--- src/rtl/pwm_seq_scheduler.sv ---
// Start sequencer for the PWM channel bank: staggers one-hot start pulses over a channel mask, repeating passes.
// Optional acknowledge timeout is enabled by defining PWM_SEQ_TIMEOUT_EN.
module pwm_seq_scheduler #(
  parameter int NUM_CH      = 6,
  parameter int DLY_W       = 16,
  parameter int ACK_TIMEOUT = 1024
) (
  input  logic                      sys_clk_i,
  input  logic                      sys_rst_n_i,
  input  logic                      cfg_valid_i,
  input  logic [NUM_CH-1:0]         cfg_mask_i,
  input  logic [DLY_W-1:0]          cfg_delay_i,
  input  logic [7:0]                cfg_repeat_i,
  input  logic                      abort_i,
  input  logic [NUM_CH-1:0]         ch_busy_i,
  output logic [NUM_CH-1:0]         ch_start_o,
  output logic [$clog2(NUM_CH)-1:0] cur_ch_o,
  output logic                      seq_busy_o,
  output logic                      seq_done_o,
  output logic                      seq_err_o,
  output logic                      cfg_rejected_o
);

  localparam int CW = $clog2(NUM_CH);
  localparam logic [NUM_CH-1:0] ONE_HOT0 = NUM_CH'(1);

  typedef enum logic [2:0] {IDLE, ISSUE, WAIT_ACK, GAP, DRAIN, DONE} state_e;

  state_e            state_q;
  logic [NUM_CH-1:0] mask_q;
  logic [NUM_CH-1:0] chStart_q;
  logic [DLY_W-1:0]  delay_q;
  logic [DLY_W-1:0]  gapCnt_q;
  logic [7:0]        passCnt_q;
  logic [CW-1:0]     curCh_q;
  logic              seqBusy_q;
  logic              seqDone_q;
  logic              seqErr_q;
  logic              cfgRej_q;

`ifdef PWM_SEQ_TIMEOUT_EN
  localparam int AW = $clog2(ACK_TIMEOUT + 1);
  logic [AW-1:0] ackCnt_q;
`else
  logic unusedAckTimeout;
  assign unusedAckTimeout = ^ACK_TIMEOUT;
`endif

  function automatic logic [CW-1:0] lowestSet(input logic [NUM_CH-1:0] m);
    lowestSet = '0;
    for (int i = NUM_CH - 1; i >= 0; i--) begin
      if (m[i]) lowestSet = CW'(i);
    end
  endfunction

  logic              accept;
  logic              abortNow;
  logic              ack;
  logic              drained;
  logic              passesLeft;
  logic              hasNext;
  logic [NUM_CH-1:0] aboveMask;
  logic [CW-1:0]     nextCh;
  logic [CW-1:0]     firstCh;
  logic              launchReq;
  logic [CW-1:0]     launchCh;

  always_comb begin
    aboveMask = '0;
    for (int i = 0; i < NUM_CH; i++) begin
      aboveMask[i] = mask_q[i] && (i > int'(curCh_q));
    end
  end

  assign hasNext    = |aboveMask;
  assign nextCh     = lowestSet(aboveMask);
  assign firstCh    = lowestSet(mask_q);
  assign accept     = (state_q == IDLE) && cfg_valid_i && !seqDone_q;
  assign abortNow   = (state_q != IDLE) && abort_i;
  // The cycle carrying the start pulse is never taken as the acknowledge.
  assign ack        = ch_busy_i[curCh_q] && !(|chStart_q);
  assign drained    = (ch_busy_i & mask_q) == '0;
  assign passesLeft = passCnt_q > 8'd1;

  // Every path that heads for a channel start funnels through launchReq/launchCh.
  always_comb begin
    launchReq = 1'b0;
    launchCh  = curCh_q;
    if (!abortNow) begin
      case (state_q)
        IDLE: if (accept && (|cfg_mask_i)) begin
          launchReq = 1'b1;
          launchCh  = lowestSet(cfg_mask_i);
        end
        ISSUE: launchReq = 1'b1;
        WAIT_ACK: if (ack && hasNext && (delay_q == '0)) begin
          launchReq = 1'b1;
          launchCh  = nextCh;
        end
        GAP: if (gapCnt_q == DLY_W'(1)) launchReq = 1'b1;
        DRAIN: if (drained && passesLeft && (delay_q == '0)) begin
          launchReq = 1'b1;
          launchCh  = firstCh;
        end
        default: ;
      endcase
    end
  end

  always_ff @(posedge sys_clk_i or negedge sys_rst_n_i) begin
    if (!sys_rst_n_i) begin
      state_q   <= IDLE;
      mask_q    <= '0;
      chStart_q <= '0;
      delay_q   <= '0;
      gapCnt_q  <= '0;
      passCnt_q <= '0;
      curCh_q   <= '0;
      seqBusy_q <= 1'b0;
      seqDone_q <= 1'b0;
      seqErr_q  <= 1'b0;
      cfgRej_q  <= 1'b0;
`ifdef PWM_SEQ_TIMEOUT_EN
      ackCnt_q  <= '0;
`endif
    end else begin
      chStart_q <= '0;
      seqDone_q <= 1'b0;
      cfgRej_q  <= cfg_valid_i && (seqBusy_q || seqDone_q);

      if (accept) begin
        mask_q    <= cfg_mask_i;
        delay_q   <= cfg_delay_i;
        passCnt_q <= (cfg_repeat_i == 8'd0) ? 8'd1 : cfg_repeat_i;
        seqErr_q  <= 1'b0;
        seqBusy_q <= 1'b1;
      end

      if ((state_q == DRAIN) && drained && passesLeft && !abortNow)
        passCnt_q <= passCnt_q - 8'd1;

      if (abortNow) begin
        state_q   <= IDLE;
        seqBusy_q <= 1'b0;
      end else if (launchReq) begin
        curCh_q <= launchCh;
        if (ch_busy_i[launchCh]) begin
          state_q <= ISSUE;
        end else begin
          chStart_q <= ONE_HOT0 << launchCh;
          state_q   <= WAIT_ACK;
`ifdef PWM_SEQ_TIMEOUT_EN
          ackCnt_q  <= '0;
`endif
        end
      end else begin
        case (state_q)
          IDLE: if (accept) state_q <= DONE;
          WAIT_ACK: begin
            if (ack) begin
              if (!hasNext) begin
                state_q <= DRAIN;
              end else begin
                state_q  <= GAP;
                curCh_q  <= nextCh;
                gapCnt_q <= delay_q;
              end
            end
`ifdef PWM_SEQ_TIMEOUT_EN
            else if (ackCnt_q == AW'(ACK_TIMEOUT - 1)) begin
              state_q   <= IDLE;
              seqBusy_q <= 1'b0;
              seqErr_q  <= 1'b1;
            end else begin
              ackCnt_q <= ackCnt_q + AW'(1);
            end
`endif
          end
          GAP: gapCnt_q <= gapCnt_q - DLY_W'(1);
          DRAIN: if (drained) begin
            if (!passesLeft) begin
              state_q <= DONE;
            end else begin
              state_q  <= GAP;
              curCh_q  <= firstCh;
              gapCnt_q <= delay_q;
            end
          end
          DONE: begin
            state_q   <= IDLE;
            seqBusy_q <= 1'b0;
            seqDone_q <= 1'b1;
          end
          default: state_q <= IDLE;
        endcase
      end
    end
  end

  assign ch_start_o     = chStart_q;
  assign cur_ch_o       = curCh_q;
  assign seq_busy_o     = seqBusy_q;
  assign seq_done_o     = seqDone_q;
  assign seq_err_o      = seqErr_q;
  assign cfg_rejected_o = cfgRej_q;

endmodule

--- config.mk ---
export PLATFORM = sky130hd
export DESIGN_NAME = pwm_seq_scheduler
export DESIGN_NICKNAME = d
export VERILOG_FILES = /design/src/rtl/pwm_seq_scheduler.sv
export SDC_FILE = /design/constraint.sdc
export NUM_CORES = 1
export LEC_CHECK = 0
export ABC_AREA = 1
export CAP_MARGIN = 20
export CORE_ASPECT_RATIO = 0.8
export CORE_MARGIN = 5
export CORE_UTILIZATION = 35
export DETAILED_ROUTE_END_ITERATION = 10
export PLACE_DENSITY_LB_ADDON = 0.05
export SYNTH_ARGS = -nofsm -noshare
export SYNTH_HDL_FRONTEND = slang
export SYNTH_SLANG_ARGS = --single-unit
--- constraint.sdc ---
create_clock -name sys_clk_i -period 1.9 [get_ports sys_clk_i]
set_input_delay 0.19 -clock sys_clk_i [delete_from_list [all_inputs] [get_ports sys_clk_i]]
set_output_delay 0.19 -clock sys_clk_i [all_outputs]
set_load 0.1 [all_outputs]
==> metrics.md <==
| Metric | Value |
|---|---|
| Status | finished, violations left |
| Failing checks | setup timing |
| CTS sink cnt | 61 |
| Synth area leaders | dfrtp_1 38%, nand2_1 14%, o21ai_0 7.2%, inv_1 6.0%, nor2_1 5.7% |
| Switching Power | 5.70 mW |
| Final ANT Viol Nets | 0 |
| DRT iter0 DRCs | 185 |
| Main synth FF type | dfrtp_1 |
| Total Routing Usage GR | 19.0% |
| Root Driver | clkbuf_16 |
| Die W | 130 um |
| PwrDens | 1900 mW/mm2 |
| Die Area | 0.0137 mm2 |
| Register area | 0.00155 mm2 |
| Core footprint | 0.0113 mm2 |
| Ant. Diodes | 0 |
| Detailed Place HPWL | 9390 um |
| Startpoint types | register |
| Unrepaired setup endpoints after global routing | yes |
| CP endpoint kind | register |
| Peak supply drop | 942 uV |
| Routed vias/inst | 4.86 |
| Vias | 4474 |
| Sw frac | 46.3% |
| Fillcell total | 1076 |
| Setup Viol. Count Final | 28 |
| Number of remaining DRC errors | 0 |
| First-pass GRT wire length | 20700 um |
| CTS buffer count | 9 |
| Worst min path class | in -> async |
| Clk network pwr share | 14.0% |
| Mapped Nets | 622 |
| PortBufs | 51 |
| Setup tns final | -7.15 ns |
| FFs w/ async S/R, synth | 100% |
| Reg2Reg Depth | 16 |
| Most common library cells after synthesis | 150 x nand2_1, 64 x inv_1, 61 x dfrtp_1, 61 x nor2_1, 58 x o21ai_0 |
| Clock latency at the later pin of the worst-skew pair | 0.33 ns |
| H-tree levels | 3 |
| Combinational Power Share | 66.7% |
| Tcrit/Tclk final | 117% |
| Die Y | 106 um |
| Synth Instances | 578 |
| Worst-path clk slew | 0.06 ns |
| Seq pwr share | 19.3% |
| WP data arrival | 2.44 ns |
| P_int | 6.62 mW |
| Post-synth EDFFs | 0 |
| # rows | 35 |
| Layout area overhead | 61.4% |
| Multi-input logic area | 0.00248 mm2 |
| Avg Cell Area, Syn | 6.93 um2 |
| Yosys cell types | 46 |
| Hold Fails Final Rpt | 0 |
| Max FO, Critical Path | 4 |
| Final nets | 811 |
| Final Hold Slack | 0.402 ns |
| Fmax | 0.451 GHz |
| Gpl congestion | 0.953 |
| CTS tree | yes |
| R2r setup slk | -0.32 ns |
| Most numerous cell in the Yosys netlist | nand2_1 |
| Yosys warns | 0 |
| Post-synthesis sequential area ratio | 38.1% |
| Max Cap Viol | 0 |
| Kind of critical path | reg -> reg |
| Boundary Pins | 53 |
| Reg2reg start | cur_ch_o[2] |
| Starting Density | 35.3% |
| Vias in the first global route | 4344 |
| Detailed Routing Iterations Pass 1 | 5 |
| GRT overflow | 0 |
| Crit path required time | 2.12 ns |
| Post-Route Skew | 0.00554 ns |
| Leakage | 3.07 nW |
| Reg-to-reg endpoint | state_q[1] |
| Routed wire per std cell | 13.8 um |
| Pin count of the biggest net entering global routing | 62 |
| Fraction of layout cells with a size suffix above 1 | 39.1% |
| Fin crit period | 2.22 ns |
| Initial antenna violation count | 0 |
| Cell taking the most area after synthesis | dfrtp_1 |
| WL final | 12700 um |
| Yosys top cell area share | 38.1% |
| Fin. max-slew vios | 0 |
| Post-Syn Area | 0.00401 mm2 |
| Seq cells post-synth | 61 |
| PnR worst setup slack | -0.319 ns |
| Max Buffers Root-to-Sink | 2 |
area by class of cell:
class / instances / share of cell area (%)
repair buffers: 193 / 25.3
inverters: 80 / 4.89
multi-input cells: 422 / 38.3
clock buffers: 11 / 3.60
clock inverters: 5 / 1.16
well taps: 148 / 2.86
flip-flops and latches: 61 / 23.9
power by group through the flow:
stage	sequential, mW	combinational [mW]	clock [mW]
CTS	2.36	7.68	1.77
detailed placement	2.36	6.93	0
finish	2.37	8.22	1.73
floorplan	2.83	3.56	0
global placement	2.35	6.89	0
global route	2.45	8.97	1.81
how the worst max path moves through the flow:
stage,from,endpoint,slack [ns]
2_1_floorplan,cur_ch_o[0],state_q[0],-0.29
3_3_place_gp,ch_busy_i[0],ch_start_o[3],-0.49
3_5_place_dp,ch_busy_i[0],ch_start_o[3],-0.50
4_1_cts,passCnt_q[0],state_q[0],-0.27
5_1_grt,passCnt_q[0],state_q[0],-0.44
6_report,cur_ch_o[2],state_q[1],-0.32
metal layers:
metal | vias to the layer above | wire (um) | GRT usage (%)
met5 | - | 0 | 0
met3 | 14 | 568 | 3.95
li1 | 2280 | - | -
met4 | 0 | 141 | 4.30
met1 | 2098 | 6270 | 27.5
met2 | 82 | 5730 | 29.1
cells by family (layout without fill, tap and decap cells):
family	after synthesis	after routing	share of synthesized area, %
AOI/OAI and AO/OA	128	128	18.5
xor gates and xnor gates	4	4	0.874
adders and majority gates	4	4	1.25
buffers and inverters	95	289	9.37
DFF	61	61	38.1
other	1	1	0.0936
and+or+nand+nor	285	285	31.9
critical path: stages, from the launching register on:
cell	delay [ns]
dfrtp_4	0.52
nor2_4	0.15
inv_2	0.07
nor2_4	0.12
nor2_2	0.06
nand2_2	0.07
nand2_2	0.07
nor2_4	0.16
nand2_1	0.10
nand3_2	0.08
nand3_2	0.09
o21ai_4	0.19
inv_2	0.07
a21oi_2	0.15
nand2_2	0.08
nand2_1	0.05
o21ai_1	0.05
timing repair:
item                                    4_1_cts  5_1_grt
hold buffers                                  1        0
endpoints found under the setup margin       34       39
resized for setup                            57       50
setup buffers                                11        4
cloned                                        1        0
endpoints found under the hold margin        61        0
pin swaps                                    26       23
flip-flops by register name, indices dropped and copies added, names as in the netlist:
name / cells
delay_q: 16
gapCnt_q: 16
passCnt_q: 8
ch_start_o: 6
mask_q: 6
cur_ch_o: 3
state_q: 3
cfg_rejected_o: 1
seq_busy_o: 1
seq_done_o: 1
layout by cell type (no fill, tap or decap), types with 3 or more instances in the layout:
cell / count
o21ai_1: 15
nor2_2: 17
nor3_1: 5
o22ai_1: 3
nand3_1: 23
nand2_2: 26
inv_2: 18
nand2_1: 131
xor2_1: 3
a21oi_2: 3
o21ai_0: 46
dfrtp_4: 4
nor2_4: 9
a21oi_1: 16
clkbuf_16: 9
nor3_2: 4
nor2_1: 45
clkinv_2: 4
dfrtp_2: 6
a31oi_1: 3
clkinv_1: 3
dfrtp_1: 51
clkdlybuf4s50_1: 38
buf_4: 140
nand3_2: 7
o21ai_2: 12
buf_6: 8
nand2_4: 6
o211ai_1: 12
inv_1: 55
through the flow:
stage	total power, mW	area [um2]	instances	worst slack [ns]	utilization, %
floorplan	6.39	4090	578	-0.292	-
detailed placement	9.28	5630	888	-0.496	49.6
global placement	9.24	5630	888	-0.491	49.6
CTS	11.8	6260	916	-0.268	55.2
finish	12.3	6470	920	-0.319	57.0
global route	13.2	6470	920	-0.444	57.0
Power figures use the tool's default switching activity.
